<file path="src/rtl/display_pkg.sv">
// Shared constants, FSM state type and round-robin helper for the display source arbiter.
package display_pkg;

  localparam logic [1:0] SRC_SW     = 2'd0;
  localparam logic [1:0] SRC_KEYCNT = 2'd1;
  localparam logic [1:0] SRC_CLKCNT = 2'd2;
  localparam logic [1:0] SRC_CONST  = 2'd3;

  localparam logic [3:0] IDLE_BLANK = 4'hF;

  typedef enum logic {
    IDLE = 1'b0,
    SHOW = 1'b1
  } state_e;

  // First requesting index searching cur+1, cur+2, cur+3, cur (mod 4); cur if none.
  function automatic logic [1:0] rr_next(input logic [3:0] req, input logic [1:0] cur);
    logic [1:0] idx;
    logic [1:0] pick;
    pick = cur;
    for (int i = 4; i >= 1; i--) begin
      idx = cur + 2'(i);
      if (req[idx]) pick = idx;
    end
    return pick;
  endfunction

endpackage

</file>
<file path="src/rtl/key_debouncer.sv">
// Synchronises and debounces an active-low push-button, emitting one pulse per press.
// After reset the button must be seen released for a full debounce period before presses count.
module key_debouncer #(
  parameter int unsigned DEBOUNCE_CYCLES = 500_000
) (
  input  logic CLOCK_50,
  input  logic reset,
  input  logic key_n,
  output logic pressed_pulse
);

  localparam int unsigned CW = $clog2(DEBOUNCE_CYCLES);

  logic          sync1_q, sync1_d;
  logic          sync2_q, sync2_d;
  logic          level_q, level_d;
  logic          armed_q, armed_d;
  logic [1:0]    live_q, live_d;
  logic [CW-1:0] cnt_q, cnt_d;
  logic          pulse_q, pulse_d;
  logic          cnt_hit;

  assign cnt_hit       = (cnt_q == CW'(DEBOUNCE_CYCLES - 1));
  assign pressed_pulse = pulse_q;

  always_comb begin
    sync1_d = key_n;
    sync2_d = sync1_q;
    live_d  = {live_q[0], 1'b1};
    level_d = level_q;
    armed_d = armed_q;
    cnt_d   = '0;
    pulse_d = 1'b0;
    if (!armed_q) begin
      // live_q marks the synchroniser as holding real samples rather than reset values
      if (live_q[1] && sync2_q) begin
        if (cnt_hit) armed_d = 1'b1;
        else         cnt_d   = cnt_q + CW'(1);
      end
    end else if (sync2_q != level_q) begin
      if (cnt_hit) begin
        level_d = sync2_q;
        pulse_d = level_q;
      end else begin
        cnt_d = cnt_q + CW'(1);
      end
    end
  end

  always_ff @(posedge CLOCK_50 or posedge reset) begin
    if (reset) begin
      sync1_q <= 1'b1;
      sync2_q <= 1'b1;
      live_q  <= 2'b00;
      level_q <= 1'b1;
      armed_q <= 1'b0;
      cnt_q   <= '0;
      pulse_q <= 1'b0;
    end else begin
      sync1_q <= sync1_d;
      sync2_q <= sync2_d;
      live_q  <= live_d;
      level_q <= level_d;
      armed_q <= armed_d;
      cnt_q   <= cnt_d;
      pulse_q <= pulse_d;
    end
  end

endmodule

</file>
<file path="src/rtl/display_source_arbiter.sv">
// Round-robin arbiter choosing which of four nibble sources drives the seven-segment display.
// Define AUTO_SCAN_EN to honour mode_auto and build the timed dwell rotation.
module display_source_arbiter
  import display_pkg::*;
#(
  parameter int unsigned DWELL_CYCLES    = 50_000_000,
  parameter int unsigned DEBOUNCE_CYCLES = 500_000
) (
  input  logic       CLOCK_50,
  input  logic       reset,
  input  logic       step_n,
  input  logic       mode_auto,
  input  logic [3:0] req,
  input  logic [3:0] src0,
  input  logic [3:0] src1,
  input  logic [3:0] src2,
  input  logic [3:0] src3,
  output logic [1:0] sel,
  output logic [3:0] disp_data,
  output logic       disp_valid,
  output logic       step_pulse
);

  state_e     state_q, state_d;
  logic [1:0] sel_q, sel_d;
  logic [3:0] disp_data_q, disp_data_d;
  logic       disp_valid_q, disp_valid_d;
  logic       pulse;
  logic       grant;
  logic       advance;
  logic       dwell_exp;
  logic [1:0] rr_sel;
  logic [3:0] src_sel;

  key_debouncer #(
    .DEBOUNCE_CYCLES(DEBOUNCE_CYCLES)
  ) u_key_debouncer (
    .CLOCK_50      (CLOCK_50),
    .reset         (reset),
    .key_n         (step_n),
    .pressed_pulse (pulse)
  );

  assign step_pulse = pulse;
  assign sel        = sel_q;
  assign disp_data  = disp_data_q;
  assign disp_valid = disp_valid_q;

`ifdef AUTO_SCAN_EN
  localparam int unsigned DW = $clog2(DWELL_CYCLES);

  logic [DW-1:0] dwell_q, dwell_d;
  logic          mode_q;

  assign dwell_exp = mode_auto && (dwell_q == DW'(DWELL_CYCLES - 1));

  // Dwell runs only while showing in auto mode; any grant or mode flip restarts it.
  always_comb begin
    dwell_d = '0;
    if ((state_q == SHOW) && mode_auto && (mode_auto == mode_q) && !grant)
      dwell_d = dwell_q + DW'(1);
  end

  always_ff @(posedge CLOCK_50 or posedge reset) begin
    if (reset) begin
      dwell_q <= '0;
      mode_q  <= 1'b0;
    end else begin
      dwell_q <= dwell_d;
      mode_q  <= mode_auto;
    end
  end
`else
  logic unused_cfg;
  assign dwell_exp  = 1'b0;
  assign unused_cfg = ^{mode_auto, 32'(DWELL_CYCLES)};
`endif

  always_comb begin
    src_sel = src0;
    case (sel_q)
      SRC_SW:     src_sel = src0;
      SRC_KEYCNT: src_sel = src1;
      SRC_CLKCNT: src_sel = src2;
      SRC_CONST:  src_sel = src3;
    endcase
  end

  always_comb begin
    state_d      = state_q;
    sel_d        = sel_q;
    grant        = 1'b0;
    rr_sel       = rr_next(req, sel_q);
    // A press and a dwell expiry on the same clock still collapse into one advance
    advance      = pulse || dwell_exp || !req[sel_q];
    case (state_q)
      IDLE: begin
        if (req != 4'd0) begin
          state_d = SHOW;
          sel_d   = rr_sel;
          grant   = 1'b1;
        end
      end
      SHOW: begin
        if (advance) begin
          if (req == 4'd0) begin
            state_d = IDLE;
          end else begin
            sel_d = rr_sel;
            grant = 1'b1;
          end
        end
      end
    endcase
    disp_valid_d = (state_q == SHOW);
    disp_data_d  = (state_q == SHOW) ? src_sel : IDLE_BLANK;
  end

  always_ff @(posedge CLOCK_50 or posedge reset) begin
    if (reset) begin
      state_q      <= IDLE;
      sel_q        <= 2'd0;
      disp_data_q  <= 4'd0;
      disp_valid_q <= 1'b0;
    end else begin
      state_q      <= state_d;
      sel_q        <= sel_d;
      disp_data_q  <= disp_data_d;
      disp_valid_q <= disp_valid_d;
    end
  end

endmodule
</file>
<file path="config.mk">
export PLATFORM = sky130hd
export DESIGN_NAME = display_source_arbiter
export DESIGN_NICKNAME = d
export VERILOG_FILES = /design/src/rtl/display_pkg.sv /design/src/rtl/key_debouncer.sv /design/src/rtl/display_source_arbiter.sv
export SDC_FILE = /design/constraint.sdc
export NUM_CORES = 1
export LEC_CHECK = 0
export ABC_AREA = 0
export CAP_MARGIN = 20
export CORE_MARGIN = 2
export CORE_UTILIZATION = 25
export CTS_BUF_LIST = sky130_fd_sc_hd__clkbuf_4
export CTS_CLUSTER_DIAMETER = 120
export DETAILED_ROUTE_END_ITERATION = 10
export DONT_BUFFER_PORTS = 1
export SLEW_MARGIN = 0
export SYNTH_ARGS = -nofsm -noshare
export SYNTH_HDL_FRONTEND = slang
export SYNTH_HIERARCHICAL = 1
export SYNTH_SLANG_ARGS = --single-unit
</file>
<file path="constraint.sdc">
create_clock -name CLOCK_50 -period 2.3 [get_ports CLOCK_50]
set_input_delay 0.115 -clock CLOCK_50 [delete_from_list [all_inputs] [get_ports CLOCK_50]]
set_output_delay 0.115 -clock CLOCK_50 [all_outputs]
set_load 0.005 [all_outputs]
</file>
# Yosys cells after proc, flatten, opt, wreduce, memory -nomap -nowiden
# Index checks and enable logic that the tools add are counted.
[classes]
n_addsub = 4
magnitude_cmp = 4
eq_ne = 8
n_mux = 31
n_bitwise = 1
n_reduce_logical = 8
[ops]
columns = ["operator", "n"]
rows = [
  ["$mux W19", 4],
  ["$add A19 B1 Y19 const B", 1],
  ["$eq A19 B19 Y1 const B", 1],
  ["$pmux W4 S4", 1],
  ["$mux W1", 13],
  ["$lt A2 B3 Y1 const B", 4],
  ["$mux W2", 6],
  ["$bmux W1 S2", 4],
  ["$reduce_and A3 Y1", 2],
  ["$add A2 B2 Y2 const B", 2],
  ["$eq A2 B2 Y1 const B", 2],
  ["$logic_not A4 Y1", 1],
  ["$mux W4", 1],
  ["$ne A2 B2 Y1 const B", 2],
  ["$pmux W2 S2", 1],
  ["$reduce_bool A4 Y1", 1],
  ["$add A2 B1 Y2 const B", 1],
  ["$eq A2 B1 Y1 const B", 1],
  ["$logic_not A2 Y1", 1],
  ["$ne A2 B1 Y1 const B", 1],
  ["$pmux W1 S2", 1],
  ["$logic_and A1 B1 Y1", 1],
  ["$logic_not A1 Y1", 1],
  ["$logic_or A1 B1 Y1", 1],
  ["2 further kinds", 2],
]
[word_totals]
reg_bits = 34
input_bits = 24
output_inout_bits = 8
elab_cells = 67

# Longest topological paths before layout
# Gate-level depths: netlist of run 1.
[logic_depth]
ltp_word = 9
ltp_mapped = 7
mapped_depth_nobuf = 6

# Modules after synthesis
# Netlist of run 1, hierarchy kept.
[by_module_without_submodules]
columns = ["mod", "n_inst", "cells_each", "area_per_inst_um2", "seq_area_each_um2"]
rows = [
  ["key_debouncer", 1, 116, 1226.2, 654.4],
  ["display_source_arbiter", 1, 53, 540.5, 200.2],
]

# Worst setup path before layout of run 1
# No wires, ideal clock.
[synth_timing]
kind = "flip-flop to flip-flop"
startpoint = "register u_key_debouncer.cnt_q[11]"
endpoint = "register u_key_debouncer.level_q"
setup_ps = 85
arrival_time_ps = 1945
t_required_ps = 2215
setup_slack_ps = 270
stages_incl_launch_ff = 5
n_path_buf = 0
period_less_slack_ps = 2030
path_cell_list = "dfrtp_1 > or4_1 > or4_4 > nor3_2 > mux2_1"
[synth_via]
elab_chain_cells = 2
[synth_rtl]
columns = ["item", "line", "text"]
rows = [
  ["start: declaration", "key_debouncer.sv:19", "logic [CW-1:0] cnt_q, cnt_d;"],
  ["start signal: assignment", "key_debouncer.sv:65", "cnt_q <= cnt_d;"],
  ["$eq A19 B19 Y1", "key_debouncer.sv:23", "assign cnt_hit = (cnt_q == CW'(DEBOUNCE_CYCLES - 1));"],
  ["$reduce_and A3 Y1 (no source line)", "--", ""],
  ["end signal: assignment", "key_debouncer.sv:63", "level_q <= level_d;"],
  ["end: declaration", "key_debouncer.sv:16", "logic level_q, level_d;"],
]
# Every way passes these cells.
# A chain may end at the register's enable or synchronous reset.

# Worst setup path in the final report of run 1
# Same ends and word-level chain as after synthesis.

==> flow_metrics.tcl, run 1 <==
set metrics [dict create \
    status "complete, no violations" \
    post_synth_inst_count 169 \
    grt_use_total_pct 9.30 \
    start_util_pct 25.9 \
    maxSlewViolCount 0 \
    synth.distinct_cells 44 \
    r2r_slack_ns 0.18 \
    drive_above_1_share_pct 15.1 \
    wl_per_cell_um 11.2 \
    grt_pass1_vias 1234 \
    worstSkewPairLatency_ns 0.34 \
    hold_buffers 8 \
    drv_cap 0 \
    postCtsSetupRepairBufs 0 \
    cp-start-kind "flip-flop" \
    finalSetupTns_ns 0 \
    hold_path.class "in -> reg" \
    required_ns 2.57 \
    ys_ff_latch 34 \
    ctsResizeCount 0 \
    grt_pass1_wl_mm 5.69 \
    yosys.area.top_type "dfrtp_1" \
    slowest_stage "or4_4" \
    grt_overflow_total 0 \
    setup_viol 0 \
    die_h_um 88.1 \
    leakage_nw 0.808 \
    worstRegToRegCells 4 \
    syn-num-nets 198 \
    critical_path_buf_inv_count 0 \
    finalHoldViolCount 0 \
    path_delay_family "simple AND/OR/NAND/NOR gates" \
    crit_path_max_fanout 5 \
    cp_cell_sequence "or4_1 -> or4_4 -> nor3_2 -> mux2_1" \
    synthArstFlopShare_pct 100 \
    wl_mm 3.17 \
    cp.depth 4 \
    crit_end "u_key_debouncer/level_q" \
    crit_path_end_kind "flip-flop" \
    fmax_mhz 472 \
    rsz0062_at_grt "false" \
    dp_hpwl_mm 2.37 \
    detail-route-antenna-nets 0 \
    route.vias.total 1284 \
    first_pass_iters 4 \
    dp_cells 265 \
    synth_edf_count 0 \
    fin_crit_ns 2.12 \
    synthTopCellsByCount "dfrtp_1 (31), nor2_1 (17), nand2_1 (16)" \
    syn_area_um2 1770 \
    power.total_mw 1.52 \
    r2r-start "u_key_debouncer/cnt_q[11]" \
    drt_iter0_drc 59 \
    port_buffers 0 \
    critical_path.startpoint "u_key_debouncer/cnt_q[11]" \
    arrival_ns 2.39 \
    vdd_drop_max_uv 276 \
    yosysWarnings 6 \
    period_share_pct 92.1 \
    cts_tree "built" \
    power_density_nw_per_um2 741 \
    antenna_found_initial 0 \
    avgSynthCellArea_um2 10.5 \
    fin_nets 214 \
    core-area_um2 6830 \
    htree_levels 2 \
    num_io_pins 32 \
    dp_slack_ns 0.176 \
    critical_path_class "reg -> reg" \
    yosysTopAreaCellShare_pct 43.9 \
    r2r-end "u_key_debouncer/level_q" \
    clock_path_buffers 2 \
    final_cells 282 \
    final.setup.worst_slack_ns 0.183 \
    max_stage_delay_ns 0.59 \
    grt_max_degree 27 \
    die_w_um 88.1 \
    yosys-top-cells-area "dfrtp_1 (44%), dfstp_2 (4.5%), xnor2_1 (4.5%), nor2_1 (3.6%), ha_1 (3.5%)" \
    numCtsBuffers 5 \
    drc 0 \
    clock_tree.root_cell "clkbuf_4" \
    fin_worst_skew_ns 0.0127 \
    clk_pin_slew_ns 0.10 \
    clock_sinks 34 \
    yosysSeqAreaShare_pct 48.4 \
    via_per_inst 4.55 \
    area_delta_synth_final_pct 16.1 \
    die-area_um2 7760 \
    num_rows 30 \
    gp_congestion 0.768 \
    synth_ff_type "dfrtp_1" \
    yosysMostFrequentCell "dfrtp_1" \
    antennaDiodeCount 0 \
    fillCellCount 722 \
]
==> worst reg2reg max path, stage by stage, from the launching register on <==
cell     delay (ns)
dfrtp_1        0.44
or4_1          0.53
or4_4          0.59
nor3_2         0.16
mux2_1         0.34
==> flip-flops by register name (all words and copies together), names as in the netlist <==
name / count
u_key_debouncer/cnt_q: 19
u_key_debouncer/pressed_pulse: 1
u_key_debouncer/sync1_q: 1
disp_data: 4
u_key_debouncer/level_q: 1
disp_valid: 1
u_key_debouncer/armed_q: 1
disp_valid_d: 1
sel: 2
u_key_debouncer/sync2_q: 1
u_key_debouncer/live_q: 2
==> placed cells by master, fill, tap and decap left out, types with 2 or more instances in the layout <==
cell / n
dlygate4sd3_1: 8
dfrtp_1: 31
o21ai_0: 7
nor3_1: 3
or3_2: 2
nor4_1: 2
xor2_1: 6
o31ai_1: 3
buf_4: 3
or4_1: 3
nand3_1: 9
ha_1: 5
mux4_2: 2
nand4_1: 6
mux2i_1: 2
nand2_1: 16
a21oi_1: 5
clkbuf_4: 5
xnor2_1: 9
nand3b_1: 2
a222oi_1: 4
inv_1: 9
nor2_1: 17
dfstp_2: 3
==> cell type report <==
| class | instances | area, um^2 | area share, % |
|---|---|---|---|
| multi-input cells | 123 | 858 | 41.9 |
| well taps | 96 | 120 | 5.86 |
| inverters | 9 | 33.8 | 1.65 |
| clock buffers | 5 | 37.5 | 1.83 |
| clock inverters | 3 | 16.3 | 0.793 |
| repair buffers | 12 | 130 | 6.35 |
| flip-flops and latches | 34 | 855 | 41.7 |
==> report_power, final <==
| part | switching [mW] | leakage (nW) | internal [mW] | total (mW) |
|---|---|---|---|---|
| registers | 0.0905 | 0.436 | 0.663 | 0.753 |
| logic | 0.215 | 0.344 | 0.239 | 0.454 |
| clock network | 0.199 | 0.0286 | 0.113 | 0.312 |
==> how the worst min path moves through the flow <==
stage | from | to | slack, ns | cells past startpoint
floorplan | reset | disp_data[0] | -0.07 | 1
global placement | reset | disp_valid | -0.04 | 1
detailed placement | reset | disp_valid | -0.04 | 1
CTS | src3[1] | disp_data[1] | 0.04 | 4
global route | src3[1] | disp_data[1] | 0.08 | 4
finish | src3[1] | disp_data[1] | 0.05 | 4
==> routing by layer <==
layer,vias up,wire (um),GRT usage (%)
met5,-,0,0
met4,0,72,4.13
met3,5,124,2.26
met2,22,1500,14.7
met1,620,1480,12.0
li1,637,-,-
==> logic make-up (layout without fill, tap and decap cells) <==
group                    count (synthesis)  count (layout)  synth area share, %
flip-flops                              34              34                 48.4
AO/OA/AOI/OAI                           24              24                 10.1
XOR/XNOR                                15              15                 7.44
adder cells (fa/ha/maj)                  5               5                 3.54
other                                    1               1                0.212
buffers and inverters                   12              29                 3.04
multiplexers                             7               7                 5.81
AND/OR/NAND/NOR                         71              71                 21.5
==> stage by stage <==
stage          hold WS (ns)  utilization [%]  instance area [um^2]
3_5_place_dp        -0.0369             27.7                  1890
6_report             0.0476             30.0                  2050
5_1_grt              0.0756             30.0                  2050
2_1_floorplan       -0.0693                -                  1770
4_1_cts              0.0355             29.6                  2020
3_3_place_gp        -0.0425             27.7                  1890
Note: power is estimated with default switching activity, not from simulation.
==> run 2, diff against run 1 <==
--- a/config.mk
+++ b/config.mk
@@ -7,3 +7,3 @@
 export LEC_CHECK = 0
-export ABC_AREA = 0
+export ABC_AREA = 1
 export CAP_MARGIN = 20
==> constraint.sdc (replaced) <==
create_clock -name CLOCK_50 -period 2.3 [get_ports CLOCK_50]
set_input_delay 0.46 -clock CLOCK_50 [delete_from_list [all_inputs] [get_ports CLOCK_50]]
set_output_delay 0.46 -clock CLOCK_50 [all_outputs]
set_load 0.005 [all_outputs]
==> flow_metrics.tcl, run 2 <==
set metrics [dict create \
    fin_worst_skew_ns 0.00524 \
    p_switching_mw 0.618 \
    finalHoldViolCount 0 \
    synth_ff_type "dfrtp_1" \
    dp_slack_ns 0.656 \
    first_pass_iters 4 \
    grt_pass1_wl_mm 7.45 \
    max_stage_delay_ns 0.56 \
    core-area_um2 7850 \
    start_util_pct 26.1 \
    grt_use_total_pct 10.4 \
    period_share_pct 72.1 \
    clock_path_buffers 2 \
    avgSynthCellArea_um2 7.39 \
    postCtsSetupRepairBufs 0 \
    drv_cap 0 \
    crit_path_end_kind "flip-flop" \
    route.vias.total 1651 \
    clock_sinks 34 \
    yosys-top-cells-area "dfrtp_1 (38%), nand2_1 (14%), nor2_1 (7.3%), nand3_1 (5.6%), inv_1 (5.5%)" \
    yosysTopAreaCellShare_pct 37.9 \
    yosysMostFrequentCell "nand2_1" \
    setup_viol 0 \
    fin_crit_ns 1.66 \
    synthTopCellsByCount "nand2_1 (74), nor2_1 (40), dfrtp_1 (31)" \
    post_synth_inst_count 277 \
    vdd_drop_max_uv 269 \
    syn-num-nets 306 \
    via_per_inst 4.26 \
    critical_path_class "reg -> reg" \
    ys_ff_latch 34 \
    slowest_stage "dfrtp_1" \
    numCtsBuffers 5 \
    final.setup.worst_slack_ns 0.643 \
    fillCellCount 903 \
    yosys.area.top_type "dfrtp_1" \
    syn_area_um2 2050 \
    clk_pin_slew_ns 0.10 \
    synthArstFlopShare_pct 100 \
    grt_overflow_total 0 \
    yosysSeqAreaShare_pct 41.8 \
    postLayoutCoreUtil_pct 28.3 \
    fmax_mhz 603 \
    area_delta_synth_final_pct 8.75 \
    synth.distinct_cells 23 \
    cts_tree "built" \
    rsz0062_at_grt "false" \
    seqPwrFrac_pct 45.6 \
    die-area_um2 8920 \
    wl_per_cell_um 10.6 \
    ctsResizeCount 0 \
    final_cell_mix "nand2_1 (74), nor2_1 (40), dfrtp_1 (31)" \
    die_h_um 94.5 \
    arrival_ns 1.90 \
    detail-route-antenna-nets 0 \
    drt_iter0_drc 67 \
    final_common_cell "nand2_1" \
    crit_top_cell "nand2_1" \
    crit_path_max_fanout 9 \
    required_ns 2.54 \
    drc 0 \
    num_io_pins 32 \
    port_buffers 0 \
    grt_max_degree 27 \
    leakage_nw 1.01 \
    power_density_nw_per_um2 721 \
    cp_cell_sequence "inv_2 -> ha_1 -> inv_1 -> nand2_2 -> nand2_1 -> inv_2 -> nand2_2 -> nand3_1 -> nand2_1 -> nand2_1" \
    num_rows 32 \
    synth_edf_count 0 \
    swShare_pct 38.5 \
    die_w_um 94.5 \
    regMostFlops "u_key_debouncer/cnt_q" \
    wl_mm 4.12 \
    gp_congestion 0.866 \
    cp-start-kind "flip-flop" \
    finalSetupTns_ns 0 \
    clkPwrFrac_pct 20.4 \
    antennaDiodeCount 0 \
    drive_above_1_share_pct 18.5 \
    status "complete, no violations" \
    antenna_found_initial 0 \
    path_delay_family "flip-flops" \
    largest_reg_flops 19 \
    pwr-share-comb_pct 34.0 \
    grt_pass1_vias 1729 \
    yosysWarnings 6 \
    fin_nets 314 \
    htree_levels 2 \
    maxSlewViolCount 0 \
    worstSkewPairLatency_ns 0.34 \
    dp_hpwl_mm 3.16 \
    hold_buffers 1 \
    hold_path.class "in -> async" \
    critical_path_buf_inv_count 3 \
    clock_tree.root_cell "clkbuf_4" \
    internal_power_mw 0.985 \
]
==> run 2: power by group through the flow <==
| stage | clock network (mW) | registers [mW] | logic [mW] |
|---|---|---|---|
| 6_report | 0.327 | 0.732 | 0.545 |
| 5_1_grt | 0.371 | 0.742 | 0.643 |
| 4_1_cts | 0.343 | 0.735 | 0.554 |
| 3_5_place_dp | 0 | 0.747 | 0.550 |
| 2_1_floorplan | 0 | 0.722 | 0.464 |
| 3_3_place_gp | 0 | 0.746 | 0.533 |
==> run 2: final cells by class <==
type	count	area, um^2	area share [%]
Inverter	34	128	5.74
Timing Repair Buffer	2	17.5	0.787
Tap cell	102	128	5.74
Clock inverter	2	8.76	0.394
Multi-Input combinational cell	208	1040	46.9
Sequential cell	34	855	38.4
Clock buffer	6	45.0	2.02
==> run 2: path summary, 6_finish.rpt <==
path / start / slack (ns) / endpoint / depth (start not counted)
setup / recovery: sel[0] / 0.64 / sel[0] / 10
hold / removal: reset / 0.05 / u_key_debouncer/cnt_q[7] / 2
setup reg to reg: sel[0] / 0.64 / sel[0] / 10
hold reg to reg: u_key_debouncer/live_q[0] / 0.35 / u_key_debouncer/live_q[1] / 0
max in group asynchronous: reset / 1.57 / disp_valid_d / 2
min in group CLOCK_50: step_n / 0.11 / u_key_debouncer/sync1_q / 0
==> run 2: cells by family after synthesis <==
kind of cell             Yosys count  synth area share (%)
other                              1                 0.183
AND/OR/NAND/NOR                  184                  41.5
XOR/XNOR                           9                  3.85
AO/OA/AOI/OAI                      9                  2.38
adder cells (fa/ha/maj)            5                  3.06
buffers and inverters             35                  7.22
flip-flops                        34                  41.8
==> run 2: layer usage <==
layer / GRT usage, % / routed length [um]
met5: 0 / 0
met4: 3.99 / 84
met3: 3.19 / 195
met2: 17.3 / 1890
met1: 12.8 / 1940
==> run 2: metrics by stage <==
step / hold slack [ns] / std cells / cell area [um^2] / total power [mW]
after floorplan: 0.276 / 277 / 2050 / 1.19
after global placement: 0.302 / 379 / 2160 / 1.28
after detailed placement: 0.312 / 379 / 2160 / 1.30
after CTS: 0.0619 / 388 / 2220 / 1.63
after global routing: 0.0712 / 388 / 2220 / 1.76
final: 0.0467 / 388 / 2220 / 1.60
==> run 3, diff against run 2 <==
- clock period: 2.3 -> 1.6 ns (I/O delays scaled with it)
==> flow_metrics.tcl, run 3 (same netlist as run 2, synthesis figures left out) <==
set metrics [dict create \
    status "complete, no violations" \
    core-area_um2 7850 \
    hp-start "src0[3]" \
    first_pass_iters 4 \
    r2r-start "u_key_debouncer/cnt_q[0]" \
    whs_path_depth 2 \
    grt_max_degree 27 \
    drive_above_1_share_pct 20.2 \
    postCtsSetupRepairBufs 0 \
    port_buffers 0 \
    wl_per_cell_um 10.6 \
    leakage_nw 1.04 \
    worstSkewPairLatency_ns 0.34 \
    num_io_pins 32 \
    clock_sinks 34 \
    critical_path_class "reg -> reg" \
    grt_use_total_pct 10.4 \
    numCtsBuffers 5 \
    cp-start-kind "flip-flop" \
    largest_reg_flops 19 \
    area_delta_synth_final_pct 11.4 \
    multi_input_comb_area_um2 1050 \
    period_share_pct 91.3 \
    whs_ns 0.107 \
    hold_path.class "in -> reg" \
    finalHoldViolCount 0 \
    die_w_um 94.5 \
    maxSlewViolCount 0 \
    grt_overflow_total 0 \
    r2r-end "u_key_debouncer/cnt_q[5]" \
    fin_nets 320 \
    rsz0062_at_grt "false" \
    slowest_stage "dfrtp_1" \
    route.vias.total 1699 \
    crit_path_max_fanout 13 \
    fillCellCount 899 \
    fin_crit_ns 1.46 \
    arrival_ns 1.69 \
    start_util_pct 26.1 \
    cts_tree "built" \
    power_density_nw_per_um2 1040 \
    drt_iter0_drc 123 \
    finalSetupTns_ns 0 \
    min_to "disp_data[3]" \
    final_common_cell "nand2_1" \
    antennaDiodeCount 0 \
    fin_worst_skew_ns 0.00660 \
    max_stage_delay_ns 0.40 \
    dp_hpwl_mm 3.25 \
    die_h_um 94.5 \
    grt_pass1_wl_mm 7.35 \
    clock_path_buffers 2 \
    die-area_um2 8920 \
    required_ns 1.82 \
    regMostFlops "u_key_debouncer/cnt_q" \
    wl_mm 4.17 \
    clk_pin_slew_ns 0.11 \
    cp_cell_sequence "ha_2 -> nand4_1 -> nor2_2 -> nand2_2 -> nand2_4 -> nor2_1" \
    num_rows 32 \
    fmax_mhz 685 \
    detail-route-antenna-nets 0 \
    drc 0 \
    r2r_slack_ns 0.14 \
    htree_levels 2 \
    drv_cap 0 \
    vdd_drop_max_uv 380 \
    final-seq-area_um2 855 \
    crit_path_end_kind "flip-flop" \
    via_per_inst 4.31 \
    power.total_mw 2.37 \
    grt_pass1_vias 1684 \
    clock_tree.root_cell "clkbuf_4" \
    worstRegToRegCells 6 \
    antenna_found_initial 0 \
    final_cell_mix "nand2_1 (74), nor2_1 (40), dfrtp_1 (31)" \
    gp_congestion 0.861 \
    setup_viol 0 \
]
==> run 3: cell types whose count changed in the layout (fill, tap and decap cells not counted), sizes merged <==
cell / change
buf: +5
dlygate4sd3: +1
==> run 3: where the power goes <==
| part | internal [mW] | leakage, nW | switching (mW) |
|---|---|---|---|
| Combinational | 0.338 | 0.565 | 0.560 |
| Clock | 0.182 | 0.0331 | 0.291 |
| Sequential | 0.949 | 0.439 | 0.0469 |
| Total | 1.47 | 1.04 | 0.898 |
==> run 3: stage by stage <==
step / utilization, % / cells / setup slack [ns] / instance area (um^2)
after floorplan: - / 277 / 0.165 / 2050
after global routing: 29.0 / 394 / 0.0135 / 2280
final: 29.0 / 394 / 0.140 / 2280
after detailed placement: 28.0 / 384 / 0.141 / 2200
after CTS: 29.0 / 394 / 0.120 / 2270
after global placement: 28.0 / 384 / 0.164 / 2200
==> run 3: per-layer routing <==
| layer | vias up | global-route usage (%) | routed length [um] |
|---|---|---|---|
| met2 | 22 | 16.4 | 1960 |
| met1 | 789 | 13.7 | 1970 |
| met5 | - | 0 | 0 |
| met4 | 0 | 4.23 | 87 |
| met3 | 10 | 2.63 | 161 |
| li1 | 878 | - | - |
==> run 3: worst max path at each step <==
stage                                         from                        end  slack, ns
after detailed placement  u_key_debouncer/cnt_q[0]   u_key_debouncer/cnt_q[5]       0.14
after CTS                 u_key_debouncer/cnt_q[0]   u_key_debouncer/cnt_q[5]       0.12
after floorplan                             sel[0]                     sel[0]       0.17
final                     u_key_debouncer/cnt_q[0]   u_key_debouncer/cnt_q[5]       0.14
after global routing      u_key_debouncer/cnt_q[0]  u_key_debouncer/cnt_q[16]       0.01
after global placement    u_key_debouncer/cnt_q[0]   u_key_debouncer/cnt_q[5]       0.16
==> run 3: critical path: cells and delay by family (launching register included) <==
family | cells | cell delay (ns)
DFF | 1 | 0.40
and+or+nand+nor | 5 | 0.72
adders and majority gates | 1 | 0.23
==> run 3: layout make-up <==
type                            instances  share of cell area (%)
Clock inverter                          2                   0.384
Sequential cell                        34                    37.5
Tap cell                              102                    5.60
Multi-Input combinational cell        208                    46.1
Timing Repair Buffer                    8                    2.85
Clock buffer                            6                    1.98
Inverter                               34                    5.60
==> run 3: timing repair <==
action                                 4_1_cts  5_1_grt
setup endpoints to repair                    0        1
resized for setup                            0        2
hold buffers                                 2        0
endpoints found under the hold margin       32        0
